==> src/rtl/csr_counter_ctrl.sv <==
// Machine/user counter CSR sequencer: owns the 64-bit cycle and instret counters
// and serves one read-modify-write CSR access at a time through IDLE/EXEC/RESP.
module csr_counter_ctrl (
  input  logic        clk,
  input  logic        reset,
  input  logic        csr_req,
  input  logic [11:0] csr_addr,
  input  logic [1:0]  csr_mode,
  input  logic [31:0] csr_wdata,
  input  logic        instr_retire,
  output logic        csr_ready,
  output logic        csr_ack,
  output logic [31:0] csr_rdata,
  output logic        csr_err
);

  typedef enum logic [1:0] {
    S_IDLE,
    S_EXEC,
    S_RESP
  } state_t;

  typedef enum logic [2:0] {
    T_NONE,
    T_CYC_LO,
    T_CYC_HI,
    T_INS_LO,
    T_INS_HI,
    T_INH
  } target_t;

  localparam logic [1:0] MODE_READ  = 2'b00;
  localparam logic [1:0] MODE_WRITE = 2'b01;
  localparam logic [1:0] MODE_SET   = 2'b10;
  localparam logic [1:0] MODE_CLEAR = 2'b11;

  state_t      state;
  logic [11:0] req_addr;
  logic [1:0]  req_mode;
  logic [31:0] req_wdata;

  logic [63:0] cyc;
  logic [63:0] ins;
  logic        inh_cy;
  logic        inh_ir;

  target_t     target;
  logic        read_only;
  logic [31:0] old_val;
  logic [31:0] new_val;
  logic        do_write;
  logic        exec_err;
  logic        commit;
  logic        wr_cyc_lo;
  logic        wr_cyc_hi;
  logic        wr_ins_lo;
  logic        wr_ins_hi;
  logic        wr_inh;

  // NOTE: the captured request feeds only EXEC, which is always entered through the
  // capture edge, so these registers carry no reset and never expose a stale value.
  always_ff @(posedge clk) begin
    if (state == S_IDLE && csr_req) begin
      req_addr  <= csr_addr;
      req_mode  <= csr_mode;
      req_wdata <= csr_wdata;
    end
  end

  // NOTE: every signal written here gets a default first so no path infers a latch.
  always_comb begin
    target    = T_NONE;
    read_only = 1'b0;
    unique case (req_addr)
      12'hB00: target = T_CYC_LO;
      12'hB80: target = T_CYC_HI;
      12'hB02: target = T_INS_LO;
      12'hB82: target = T_INS_HI;
      12'hC00, 12'hC01: begin
        target    = T_CYC_LO;
        read_only = 1'b1;
      end
      12'hC80, 12'hC81: begin
        target    = T_CYC_HI;
        read_only = 1'b1;
      end
      12'hC02: begin
        target    = T_INS_LO;
        read_only = 1'b1;
      end
      12'hC82: begin
        target    = T_INS_HI;
        read_only = 1'b1;
      end
      12'h320: target = T_INH;
      default: target = T_NONE;
    endcase
  end

  always_comb begin
    old_val = 32'h0;
    unique case (target)
      T_CYC_LO: old_val = cyc[31:0];
      T_CYC_HI: old_val = cyc[63:32];
      T_INS_LO: old_val = ins[31:0];
      T_INS_HI: old_val = ins[63:32];
      T_INH:    old_val = {29'h0, inh_ir, 1'b0, inh_cy};
      default:  old_val = 32'h0;
    endcase
  end

  always_comb begin
    new_val = old_val;
    unique case (req_mode)
      MODE_WRITE: new_val = req_wdata;
      MODE_SET:   new_val = old_val | req_wdata;
      MODE_CLEAR: new_val = old_val & ~req_wdata;
      default:    new_val = old_val;
    endcase
  end

  // Set/clear with a zero operand is a pure read, so it is legal on RO counters.
  assign do_write = (req_mode == MODE_WRITE) ||
                    ((req_mode == MODE_SET || req_mode == MODE_CLEAR) && (req_wdata != 32'h0));
  assign exec_err = (target == T_NONE) || (read_only && do_write);
  assign commit   = (state == S_EXEC) && do_write && !exec_err && (req_mode != MODE_READ);

  assign wr_cyc_lo = commit && (target == T_CYC_LO);
  assign wr_cyc_hi = commit && (target == T_CYC_HI);
  assign wr_ins_lo = commit && (target == T_INS_LO);
  assign wr_ins_hi = commit && (target == T_INS_HI);
  assign wr_inh    = commit && (target == T_INH);

  // A committed half-write replaces that edge's increment; the other half holds.
  // NOTE: state is updated with non-blocking assignments so every register samples
  // the pre-edge values of its neighbours.
  always_ff @(posedge clk) begin
    if (reset) begin
      cyc    <= 64'h0;
      ins    <= 64'h0;
      inh_cy <= 1'b0;
      inh_ir <= 1'b0;
    end else begin
      if (wr_cyc_lo) begin
        cyc[31:0] <= new_val;
      end else if (wr_cyc_hi) begin
        cyc[63:32] <= new_val;
      end else if (!inh_cy) begin
        cyc <= cyc + 64'd1;
      end

      if (wr_ins_lo) begin
        ins[31:0] <= new_val;
      end else if (wr_ins_hi) begin
        ins[63:32] <= new_val;
      end else if (instr_retire && !inh_ir) begin
        ins <= ins + 64'd1;
      end

      if (wr_inh) begin
        inh_cy <= new_val[0];
        inh_ir <= new_val[2];
      end
    end
  end

  always_ff @(posedge clk) begin
    if (reset) begin
      state     <= S_IDLE;
      csr_ready <= 1'b1;
      csr_ack   <= 1'b0;
      csr_rdata <= 32'h0;
      csr_err   <= 1'b0;
    end else begin
      unique case (state)
        S_IDLE: begin
          if (csr_req) begin
            state     <= S_EXEC;
            csr_ready <= 1'b0;
          end
        end
        S_EXEC: begin
          state     <= S_RESP;
          csr_ack   <= 1'b1;
          csr_rdata <= exec_err ? 32'h0 : old_val;
          csr_err   <= exec_err;
        end
        S_RESP: begin
          state     <= S_IDLE;
          csr_ready <= 1'b1;
          csr_ack   <= 1'b0;
          csr_rdata <= 32'h0;
          csr_err   <= 1'b0;
        end
        default: begin
          state     <= S_IDLE;
          csr_ready <= 1'b1;
          csr_ack   <= 1'b0;
          csr_rdata <= 32'h0;
          csr_err   <= 1'b0;
        end
      endcase
    end
  end

endmodule

==> config.mk <==
export PLATFORM = sky130hd
export DESIGN_NAME = csr_counter_ctrl
export DESIGN_NICKNAME = d
export VERILOG_FILES = /design/src/rtl/csr_counter_ctrl.sv
export SDC_FILE = /design/constraint.sdc
export NUM_CORES = 1
export LEC_CHECK = 0
export BUFFER_PORTS_ARGS = -buffer_cell sky130_fd_sc_hd__buf_2
export CAP_MARGIN = 5
export CORE_MARGIN = 4
export CORE_UTILIZATION = 25
export CTS_BUF_LIST = sky130_fd_sc_hd__clkbuf_2
export CTS_CLUSTER_DIAMETER = 100
export DETAILED_ROUTE_END_ITERATION = 10
export GPL_TIMING_DRIVEN = 0
export SYNTH_ARGS = -nofsm -noshare
export SYNTH_HDL_FRONTEND = slang
export SYNTH_SLANG_ARGS = --single-unit
==> constraint.sdc <==
create_clock -name clk -period 3.3 [get_ports clk]
set_input_delay 0.33 -clock clk [delete_from_list [all_inputs] [get_ports clk]]
set_output_delay 0.33 -clock clk [all_outputs]
set_load 0.1 [all_outputs]
# Word-level counts from Yosys, hierarchy flattened
# Index checks and enable logic that the tools add are counted.
# Widths: inputs -> output; s select.
# op_classes
n_reduce_logical	33
muxes	20
n_eq_ne	25
n_bitwise	6
addsub	2
# ops
op	n
$mux 32	7
$pmux 32 s5	1
$add 64x1->64 const B	2
$mux 64	2
$eq 12x12->1 const B	10
$pmux 32 s3	1
$pmux 32 s2	1
$and 32x32->32	1
$not 32->32	1
$or 32x32->32	1
$reduce_bool 32->1	1
$pmux 3 s5	1
$eq 12x10->1 const B	1
$logic_and 1x1->1	12
$reduce_and 2->1	5
$eq 3x2->1 const B	2
$eq 3x3->1 const B	2
$ne 2x2->1 const B	3
$pmux 1 s2	3
$reduce_bool 2->1	3
$reduce_or 3->1	2
$reduce_or 6->1	1
$eq 2x1->1 const B	2
$eq 2x2->1 const B	2
11 further kinds	19
# word_totals
out_inout_bits	35
ff_bits	213
in_bits	50
wordCells	100

# Depth between registers and ports, before layout
# Gate-level depths: netlist (run 1).
# depth
word_depth	12
depth_mapped	11
mapped_depth_nobuf	8

# Worst setup path before layout (run 1)
# OpenSTA, ideal clock, no wires.
# synth_timing
path_kind	flip-flop to flip-flop
startpoint	reg req_addr[4]
endpoint	reg ins[41]
setup_ns	0.132
t_required_ns	3.168
n_path_buf	3
arrival_time_ns	2.442
stages_incl_launch_ff	11
setup_slack_ns	0.726
synth_period_minus_slack_ns	2.574
cell_sequence	edfxtp_1 > or4_1 > buf_2 > or2_1 > or3_4 > nor3_2 > buf_2 > buf_2 > nor2_1 > a22oi_1 > a21oi_1
# synth_via
elab_chain_cells	11
word_cells_on_any_way	39
cone_classes	eq/ne: 16; mux: 5; bitwise: 3; reduce/logical: 15
# synth_rtl
item	line_no	rtl
start: declaration	38	logic [11:0] req_addr;
start signal: assignment	64	req_addr <= csr_addr;
branches (longest 11 deep; another with $pmux 32 s5)	-	
end signal: assignment	155	ins[63:32] <= new_val;
end signal: assignment	157	ins <= ins + 64'd1;
end: declaration	43	logic [63:0] ins;
# Parallel ways; which one is timed is not known.
# A chain may end at the register's enable or synchronous reset.

# Worst setup path after layout (run 1)
# layout_timing
startpoint	reg req_wdata[13]
endpoint	reg ins[7]
# layout_via
elab_chain_cells	11
word_cells_on_any_way	15
cone_classes	eq/ne: 1; mux: 1; reduce/logical: 13
# layout_rtl
item	line_no	rtl
start: declaration	40	logic [31:0] req_wdata;
start signal: assignment	66	req_wdata <= csr_wdata;
$reduce_bool 32->1 *	124	((req_mode == MODE_SET || req_mode == MODE_CLEAR) && (req_wdata != 32'h0));
$logic_and 1x1->1 *	124	
$logic_or 1x1->1 *	123	assign do_write = (req_mode == MODE_WRITE) ||
$logic_and 1x1->1	125	assign exec_err = (target == T_NONE) || (read_only && do_write);
$logic_or 1x1->1	125	
$logic_not 1->1	126	assign commit = (state == S_EXEC) && do_write && !exec_err && (req_mode != MODE_READ);
$logic_and 1x1->1 * (2 in series)	126	
$logic_and 1x1->1 (on tied branches)	130, 131	
$ne 2x2->1 (no source line) or $reduce_bool 2->1 (tied branches)	-	
$reduce_and 2->1 (no source line)	-	
end signal: assignment	153	ins[31:0] <= new_val;
end signal: assignment	157	
# Every way passes the cells marked *; elsewhere a longest branch is shown, timed or not.

==> results.md, run 1 <==
- Worst EP arrival: 4.10 ns
- Final count of hold timing violations: 0
- GRT met2 Usage: 32.7%
- Post-synth EDFFs: 46
- Post-Layout Cell Count: 2382
- Initial DRC Count: 1691
- Dpl hpwl: 43700 µm
- # DRC: 0
- Clk Latency, worst-skew pair: 1.02 ns
- RSZ-0062 raised after global routing: true
- Clock transition at path regs: 0.11 ns
- Fmax: 0.308 GHz
- Slew HR: 23.7%
- Die width: 232 µm
- TritonCTS Buffers: 55
- Critical Path Start: req_wdata[13]
- Final setup fails: 0
- Reg-to-Reg Start: req_wdata[13]
- Root buf cell: clkbuf_2
- Overall global routing resource usage: 21.4%
- Design Power: 5.54 mW
- Grt ovf: 0
- Worst Setup End Kind: flop
- Cell taking the most area after synthesis: dfxtp_1
- Setup crit start kind: flop
- 1st-pass router iterations: 5
- Worst IR Drop VDD: 340 µV
- Largest net degree at the start of global routing: 47
- Status: finished, final reports clean
- Post-Syn Nets: 1508
- Initial antenna violation count: 1
- Least-Margin Pin Slew: 1.14 ns
- Top FF cell, synth: dfxtp_1
- Die ar.: 0.0537 mm²
- CTS tree: yes
- Crit path max fanout: 8
- Area contributors post-synth: dfxtp_1 (27%), edfxtp_1 (11%), mux2i_1 (5.3%)
- Met3 GRT Util: 4.77%
- CTS max path bufs: 3
- Detailed-route via count: 13800
- Avg Inst Size Synth: 8.60 µm²
- P&R area growth vs syn: 22.4%
- Pleak: 5.05 nW
- Inst Count DP: 2203
- Maximum capacitance violations: 0
- Final Net Count: 1728
- Most common cell in the netlist: dfxtp_1
- Core Box Area: 0.0493 mm²
- Share of cells above drive strength 1: 18.4%
- Hold Startpoint: csr_wdata[23]
- CTS H-tree lvls: 2
- Max Slew Vio Count: 0
- #FFs+latches synth: 213
- Filler cells: 5279
- Sequential area share after synthesis: 37.7%
- PwrDens: 362 mW/mm²
- Gr busiest metal: met2
- Worst Skew: 0.102 ns
- WL per Instance: 24.9 µm
- CP Class: flop to flop
- Final period util: 98.4%
- Clk sinks: 213
- Ys Warns: 0
- Hold Crit Class: input pin to flop
- Final worst path period need: 3.25 ns
- Synthesized area: 0.0125 mm²
- Site Rows: 81
- Worst EP required: 4.16 ns
- Post-synth top cells: dfxtp_1 (167), nand2_1 (152), nor2_1 (112)
- Asr flop ratio synth: 0%
- Global-route wire length before repair: 86700 µm
- Vias in the first global route: 13100
- Chip Height: 232 µm
- Distinct cells, synth: 89
- Via density: 5.79
- Routability cong.: 0.981
- Cells after Synth: 1456
- I/O pin cnt: 85
- Routed wire length: 59300 µm
- Met1 Use GR: 26.1%
- Final antenna-violating net count: 0
- Starting Density: 25.4%
- Post-synth top area share: 26.7%
- PortBufs: 83
==> what timing repair did <==
item                                    4_1_cts  5_1_grt
hold buffers                                 63        0
buffers inserted                              8       11
endpoints found under the hold margin        49        0
pin swaps                                     3        4
endpoints found under the setup margin      114       82
resized for setup                            36       27
==> logic make-up (layout without fill, tap and decap cells) <==
logic type               Yosys count  count (layout)  synth area share (%)
buffers and inverters            115             376                  3.90
multiplexers                      72              72                  5.82
XOR/XNOR                          66              66                  4.62
flip-flops                       213             213                  37.7
AO/OA/AOI/OAI                    429             429                  24.0
other                              0               1                     0
AND/OR/NAND/NOR                  559             559                  23.7
adder cells (fa/ha/maj)            2               2                 0.200
==> final timing paths <==
check | to | slack (ns) | depth (start not counted)
worst max-delay path | ins[7] | 0.05 | 8
worst min-delay path | req_wdata[23] | 0.03 | 2
worst max register to register | ins[7] | 0.05 | 8
worst min register to register | csr_rdata[7] | 0.46 | 2
==> placed cells by master (no fill, tap or decap), types with 19 or more instances in the layout <==
cell type | Yosys | final
xnor2_1 | 50 | 50
nand2_1 | 152 | 150
clkbuf_1 | 57 | 49
clkbuf_2 | 0 | 88
o22a_1 | 32 | 32
nor4_1 | 30 | 26
nor2_1 | 112 | 110
o21ai_0 | 53 | 53
nor3_1 | 47 | 44
a211oi_1 | 45 | 45
mux2i_1 | 66 | 66
edfxtp_1 | 46 | 46
dlygate4sd3_1 | 0 | 63
nand4_1 | 39 | 39
o21ai_1 | 32 | 32
buf_2 | 30 | 113
and3_1 | 20 | 20
buf_4 | 3 | 19
nand3_1 | 59 | 58
dfxtp_1 | 167 | 167
a31oi_1 | 31 | 31
a21oi_1 | 94 | 94
==> flip-flops by register name, summed over array words and instances, names as in the netlist <==
register	count
cyc	64
ins	64
csr_rdata	32
req_wdata	32
req_addr	12
req_mode	2
state	2
csr_ack	1
csr_err	1
csr_ready	1
inh_cy	1
inh_ir	1
==> routing by layer <==
metal  share of wire [%]  routed length (µm)  vias to the layer above
met1                  38               22400                     6609
met4                 9.3                5490                        0
met2                  43               25500                      930
met3                  10                5950                      250
li1                    -                   -                     6006
met5                   0                   0                        -
==> through the flow <==
step | setup slack (ns) | TNS [ns] | util [%] | cell area (µm²) | hold WS, ns
final | 0.0526 | 0 | 31.1 | 15300 | 0.0344
after global routing | -0.0424 | -0.184 | 31.1 | 15300 | 0.0194
after CTS | 0.00596 | 0 | 30.7 | 15100 | 0.00116
after detailed placement | -0.613 | -28.74 | 27.9 | 13800 | 0.437
after global placement | -0.646 | -30.35 | 27.9 | 13800 | 0.436
after floorplan | 0.726 | 0 | - | 12500 | 0.429
==> critical path, cell delays in order (launching register included) <==
cell and delay [ns]:
edfxtp_1 0.54, nor4_2 0.37, nand3b_1 0.26, buf_4 0.23
o311a_1 0.49, a21oi_2 0.62, nand3_1 0.17, xor2_1 0.18
a211oi_1 0.22
==> area by class of cell <==
class / count / area [µm²] / area share, %
Inverter: 11 / 41.3 / 0.269
Buffer: 102 / 478 / 3.12
Multi-Input combinational cell: 1128 / 7470 / 48.7
Tap cell: 664 / 831 / 5.42
Antenna cell: 1 / 2.50 / 0.0163
Clock inverter: 15 / 140 / 0.914
Clock buffer: 83 / 415 / 2.71
Sequential cell: 213 / 4720 / 30.8
Timing Repair Buffer: 165 / 1230 / 8.00
==> power by group <==
group          leakage (nW)  switching [mW]  internal [mW]  total, mW
clock                 0.407            1.23          0.903       2.14
sequential             1.79          0.0614           2.72       2.78
combinational          2.85           0.419          0.209      0.629
(Power assumes the default switching activity.)
==> run 2, diff against run 1 <==
--- a/config.mk
+++ b/config.mk
@@ -6,13 +6,14 @@
 export NUM_CORES = 1
 export LEC_CHECK = 0
 export BUFFER_PORTS_ARGS = -buffer_cell sky130_fd_sc_hd__buf_2
-export CAP_MARGIN = 5
+export CAP_MARGIN = 20
 export CORE_MARGIN = 4
 export CORE_UTILIZATION = 25
 export CTS_BUF_LIST = sky130_fd_sc_hd__clkbuf_2
 export CTS_CLUSTER_DIAMETER = 100
 export DETAILED_ROUTE_END_ITERATION = 10
 export GPL_TIMING_DRIVEN = 0
+export SETUP_SLACK_MARGIN = 0.2
 export SYNTH_ARGS = -nofsm -noshare
 export SYNTH_HDL_FRONTEND = slang
 export SYNTH_SLANG_ARGS = --single-unit
==> results.md, run 2 (synthesis gave the netlist of run 1 again) <==
- Hold Startpoint: csr_wdata[24]
- Clock transition at path regs: 0.12 ns (about the same)
- Vias in the first global route: 13200 (+0.87%)
- Setup crit start kind: flop
- Clk sinks: 213 (unchanged)
- Final Net Count: 1781 (+3.1%)
- I/O pin cnt: 85 (unchanged)
- Share of cells above drive strength 1: 22.1% (+3.7 points)
- Critical Path Start: req_addr[9]
- Design Area, Final: 0.0160 mm² (+4.4%)
- CP Class: flop to flop
- Global-route wire length before repair: 87300 µm (+0.77%)
- Clk Latency, worst-skew pair: 0.99 ns (-0.03 ns)
- Status: finished, final reports clean
- Final setup fails: 0 (unchanged)
- Overall global routing resource usage: 21.5% (+0.15 points)
- RSZ-0062 raised after global routing: true
- Final antenna-violating net count: 0 (unchanged)
- Maximum capacitance violations: 0 (unchanged)
- Commonest non-fill, non-tap cell in the layout: dfxtp_1
- Worst EP arrival: 3.88 ns (-0.22 ns)
- P&R area growth vs syn: 27.8%
- Max Slew Vio Count: 0 (unchanged)
- Die ar.: 0.0537 mm² (unchanged)
- CTS H-tree lvls: 2 (unchanged)
- WL per Instance: 24.7 µm (-0.88%)
- Most frequent cells in the layout: dfxtp_1 (167), nand2_1 (151), nor2_1 (108), buf_2 (108), clkbuf_2 (96)
- Detailed-route via count: 14000 (+1.5%)
- Pleak: 5.43 nW (+7.6%)
- CTS tree: yes
- Post-place instance area: 0.0138 mm² (unchanged)
- Least-Margin Pin Slew: 1.11 ns (-0.0305 ns)
- PortBufs: 83 (unchanged)
- R2R cell count: 9 (+1)
- Core Box Area: 0.0493 mm² (unchanged)
- Via density: 5.75 (-0.72%)
- Worst EP required: 4.14 ns (-0.02 ns)
- Initial antenna violation count: 1 (unchanged)
- PwrDens: 351 mW/mm² (-3.0%)
- Worst Skew: 0.0790 ns (-0.0234 ns)
- Final count of hold timing violations: 0 (unchanged)
- Die width: 232 µm (unchanged)
- Fin util: 32.5% (+1.4 points)
- Reg-to-Reg Start: req_addr[9]
- # DRC: 0 (unchanged)
- Site Rows: 81 (unchanged)
- Largest net degree at the start of global routing: 47 (unchanged)
- Initial DRC Count: 1552 (-8.2%)
- Crit path max fanout: 10 (+2)
- Slew HR: 25.7% (+2.0 points)
- Starting Density: 25.4% (unchanged)
- Final worst path period need: 3.04 ns (-0.210 ns)
- Worst IR Drop VDD: 345 µV (+1.6%)
- Critical R2R Capture: cyc[61]
- CTS max path bufs: 3 (unchanged)
- Top flop regs: cyc (64), ins (64)
- 1st-pass router iterations: 6 (+1)
- Fmax: 0.329 GHz (+6.9%)
- Dpl hpwl: 43700 µm (unchanged)
- Routed wire length: 60100 µm (+1.3%)
- Hold depth: 2 (unchanged)
- R2R Setup Slk: 0.26 ns (+0.21 ns)
- TritonCTS Buffers: 55 (unchanged)
- Chip Height: 232 µm (unchanged)
- Root buf cell: clkbuf_2
- WHS Endpoint: req_wdata[24]
- Worst Setup End Kind: flop
- Hold Crit Class: input pin to flop
- Routability cong.: 0.981 (unchanged)
- Final period util: 92.0% (-6.4 points)
- Grt ovf: 0 (unchanged)
run 2: cell count changes in the layout (fill, tap and decap cells not counted), sizes merged:
| cell | delta |
|---|---|
| clkdlybuf4s18 | -1 |
| buf | +49 |
| clkdlybuf4s15 | -1 |
| clkbuf | +6 |
run 2: report_power, final:
part | total, mW | internal, mW | switching, mW
Sequential | 2.77 | 2.72 | 0.0572
Combinational | 0.693 | 0.255 | 0.438
Clock | 2.14 | 0.903 | 1.24
run 2: what timing repair did:
item / in CTS / in global routing
hold endpoints to repair: 49 / 0
pin swaps: 16 / 17
gates resized for setup: 61 / 55
hold buffers: 63 / 0
buffers inserted: 28 / 42
setup endpoints to repair: 155 / 135
run 2: how the worst max path moves through the flow:
stage                   end  slack, ns  cells after the start
floorplan           ins[41]       0.73                     10
global placement    ins[32]      -0.65                      9
detailed placement  ins[32]      -0.61                      9
CTS                 ins[32]       0.18                      7
global route        cyc[33]       0.18                      9
finish              cyc[61]       0.26                      9
run 2: routing by layer:
layer	part of all wire, %	GRT usage (%)	up-vias
met5	0	0	-
met4	9.4	16.4	0
met3	10	5.03	259
met2	43	32.9	927
met1	38	26.1	6683
li1	-	-	6131
run 2: stage by stage:
step / std cells / hold WS, ns / worst slack, ns / TNS (ns) / power, mW
2_1_floorplan: 1456 / 0.429 / 0.726 / 0 / 3.11
6_report: 2435 / 0.0567 / 0.262 / 0 / 5.61
5_1_grt: 2435 / 0.00609 / 0.178 / 0 / 5.77
4_1_cts: 2392 / 0.00116 / 0.178 / 0 / 5.55
3_5_place_dp: 2203 / 0.437 / -0.613 / -28.74 / 3.36
3_3_place_gp: 2203 / 0.436 / -0.646 / -30.35 / 3.35
run 2: cell type report:
class / count / area (µm²)
fillers: 5200 / 33300
multi-input cells: 1128 / 7600
flip-flops and latches: 213 / 4720
repair buffers: 216 / 1730
well taps: 664 / 831
plain buffers: 104 / 509
clock buffers: 83 / 415
clock inverters: 15 / 140
inverters: 11 / 41.3
diodes: 1 / 2.50
run 2: critical path, stage by stage (launching register included):
cell	delay [ns]
edfxtp_1	0.44
or3b_2	0.57
a2111o_1	0.48
buf_4	0.18
buf_6	0.14
o22a_1	0.28
a22oi_2	0.48
nand2_1	0.11
o31a_1	0.12
a21oi_1	0.14
==> run 3, diff against run 2 <==
==> config.mk (replaced) <==
export PLATFORM = sky130hd
export DESIGN_NAME = csr_counter_ctrl
export DESIGN_NICKNAME = d
export VERILOG_FILES = /design/src/rtl/csr_counter_ctrl.sv
export SDC_FILE = /design/constraint.sdc
export NUM_CORES = 1
export LEC_CHECK = 0
export BUFFER_PORTS_ARGS = -buffer_cell sky130_fd_sc_hd__clkbuf_2
export CAP_MARGIN = 20
export CORE_MARGIN = 4
export CORE_UTILIZATION = 25
export CTS_BUF_LIST = sky130_fd_sc_hd__clkbuf_2
export CTS_CLUSTER_DIAMETER = 150
export DETAILED_ROUTE_END_ITERATION = 10
export GPL_TIMING_DRIVEN = 0
export SETUP_SLACK_MARGIN = 0.2
export SYNTH_ARGS = -nofsm -noshare
export SYNTH_HDL_FRONTEND = slang
export SYNTH_SLANG_ARGS = --single-unit
export TNS_END_PERCENT = 1
==> results.md, run 3 (synthesis gave the netlist of run 1 again) <==
- Worst Skew: 0.0817 ns (+0.00273 ns)
- Place WS: -0.506 ns (+0.107 ns)
- RSZ-0062 raised after global routing: true
- Inst Count DP: 2203 (unchanged)
- Post-Layout Cell Count: 2357 (-3.2%)
- Internal power: 3.55 mW (-8.3%)
- Final setup fails: 0 (unchanged)
- WL per Instance: 25.3 µm (+2.3%)
- Die ar.: 0.0537 mm² (unchanged)
- Via density: 5.78 (+0.51%)
- Root buf cell: clkbuf_2
- Worst Setup End Kind: flop
- CTS max path bufs: 3 (unchanged)
- Design Power: 5.27 mW (-6.0%)
- TritonCTS Buffers: 55 (unchanged)
- Top flop regs: cyc (64), ins (64)
- Final worst path period need: 3.29 ns (+0.257 ns)
- Vias in the first global route: 12900 (-1.7%)
- Die width: 232 µm (unchanged)
- Maximum capacitance violations: 0 (unchanged)
- Site Rows: 81 (unchanged)
- PortBufs: 83 (unchanged)
- Least-Margin Pin Slew: 1.10 ns (-0.00961 ns)
- I/O pin cnt: 85 (unchanged)
- Worst EP required: 4.17 ns (+0.03 ns)
- Hold slack final: 0.0770 ns (+0.0203 ns)
- Final count of hold timing violations: 0 (unchanged)
- Reg-to-Reg Start: req_wdata[8]
- CP max stage delay: 0.53 ns (-0.04 ns)
- Setup crit start kind: flop
- Global-route wire length before repair: 86400 µm (-1.1%)
- Final antenna-violating net count: 0 (unchanged)
- Slew HR: 26.9% (+1.2 points)
- Critical R2R Capture: cyc[43]
- Final period util: 99.8% (+7.8 points)
- R2R Setup Slk: 0.006 ns (-0.26 ns)
- Initial antenna violation count: 2 (+1)
- Detailed-route via count: 13600 (-2.7%)
- Final Net Count: 1703 (-4.4%)
- Routability cong.: 1.01 (+3.4%)
- Design Area, Final: 0.0152 mm² (-4.9%)
- 1st-pass router iterations: 7 (+1)
- Most frequent cells in the layout: clkbuf_2 (167), dfxtp_1 (167), nand2_1 (150)
- Crit path max fanout: 9 (-1)
- Initial DRC Count: 1803 (+16%)
- CP Class: flop to flop
- Core Box Area: 0.0493 mm² (unchanged)
- Hold Crit Class: input pin to flop
- Status: finished, final reports clean
- Pleak: 4.93 nW (-9.2%)
- Highest metal used: met5
- CTS H-tree lvls: 2 (unchanged)
- R2R cell count: 9 (unchanged)
- Share of cells above drive strength 1: 19.9% (-2.2 points)
- Hold depth: 2 (unchanged)
- Overall global routing resource usage: 21.4% (-0.16 points)
- Clk Latency, worst-skew pair: 0.96 ns (-0.03 ns)
- Logic pwr share: 11.7% (-0.7 points)
- Chip Height: 232 µm (unchanged)
- Clock power share: 35.6% (-2.6 points)
- Grt ovf: 0 (unchanged)
- P&R area growth vs syn: 21.6%
- Register share of total power: 52.7% (+3.3 points)
- Switching share of total power: 32.7% (+1.7 points)
- Post-place instance area: 0.0138 mm² (unchanged)
- Clk sinks: 213 (unchanged)
- Starting Density: 25.4% (unchanged)
- Setup ws final: 0.00588 ns (-0.257 ns)
- # DRC: 0 (unchanged)
- Routed wire length: 59500 µm (-1.0%)
- Worst IR Drop VDD: 317 µV (-8.0%)
- Slowest-stage cell, CP: edfxtp_1
- CTS tree: yes
- PwrDens: 347 mW/mm² (-1.2%)
- Clock transition at path regs: 0.13 ns (about the same)
- WL met3: 6350 µm (+5.5%)
- Largest net degree at the start of global routing: 47 (unchanged)
- NetSw: 1.72 mW (-0.77%)
- Worst EP arrival: 4.16 ns (+0.28 ns)
- WL met2: 25700 µm (-0.44%)
- WHS Endpoint: req_wdata[3]
- Critical Path, Cell by Cell: nor4_2 -> nand3b_1 -> o311a_1 -> buf_2 -> or2_1 -> clkbuf_1 -> nor3_2 -> a211oi_1 -> a2111oi_2
- M1 wire length: 22100 µm (-2.6%)
- Max Slew Vio Count: 0 (unchanged)
- Fmax: 0.304 GHz (-7.8%)
- Hold Startpoint: csr_wdata[3]
- Dpl hpwl: 43800 µm (+0.35%)
run 3: changes by cell type in the layout (fill, tap and decap cells not counted), sizes merged:
cell,before,now
buf,193,50
bufinv,3,0
clkbuf,146,220
clkinv,12,19
clkinvlp,1,0
dlygate4sd3,63,48
inv,10,13
run 3: metal layers:
layer	track usage, %	vias up
met2	32.9	929
li1	-	5968
met5	0	-
met3	4.82	257
met4	15.4	2
met1	26.2	6465
run 3: critical path, delay by kind of cell, from the launching register on:
family                 cells  cell delay [ns]
AO/OA/AOI/OAI              3             0.88
buffers and inverters      2             0.51
AND/OR/NAND/NOR            4             1.28
flip-flops                 1             0.53
run 3: how the worst max path moves through the flow:
stage / start / end
final: req_wdata[8] / cyc[43]
after global routing: req_wdata[8] / cyc[43]
after CTS: req_wdata[8] / cyc[43]
after detailed placement: req_addr[7] / ins[6]
after global placement: req_addr[7] / ins[32]
after floorplan: req_addr[4] / ins[41]
run 3: timing repair:
| item | 4_1_cts | 5_1_grt |
|---|---|---|
| hold buffers | 48 | 0 |
| resized for setup | 77 | 71 |
| setup endpoints to repair | 149 | 139 |
| buffers inserted | 5 | 2 |
| hold endpoints to repair | 49 | 0 |
| pin swaps | 16 | 41 |
| cloned | 0 | 0 |
run 3: metrics by stage:
stage | TNS (ns) | utilization [%]
final | 0 | 30.9
after CTS | 0 | 30.5
after global routing | -0.156 | 30.9
after global placement | -21.43 | 27.9
after detailed placement | -20.85 | 27.9
after floorplan | 0 | -
run 3: final cells by class:
type	instances	area, µm²
antenna	1	2.50
buffer	104	582
clock buffer	77	385
clock inverter	21	86.3
fill	5254	34000
inverter	11	41.3
multi-input combinational	1128	7620
sequential	213	4720
tap	664	831
timing repair buffer	138	948
run 3: power groups by stage:
stage | sequential [mW] | combinational (mW) | clock, mW
after floorplan | 2.83 | 0.279 | 0
after global placement | 2.83 | 0.513 | 0
after detailed placement | 2.83 | 0.517 | 0
after CTS | 2.78 | 0.586 | 1.89
after global routing | 2.79 | 0.632 | 2.03
final | 2.78 | 0.617 | 1.88
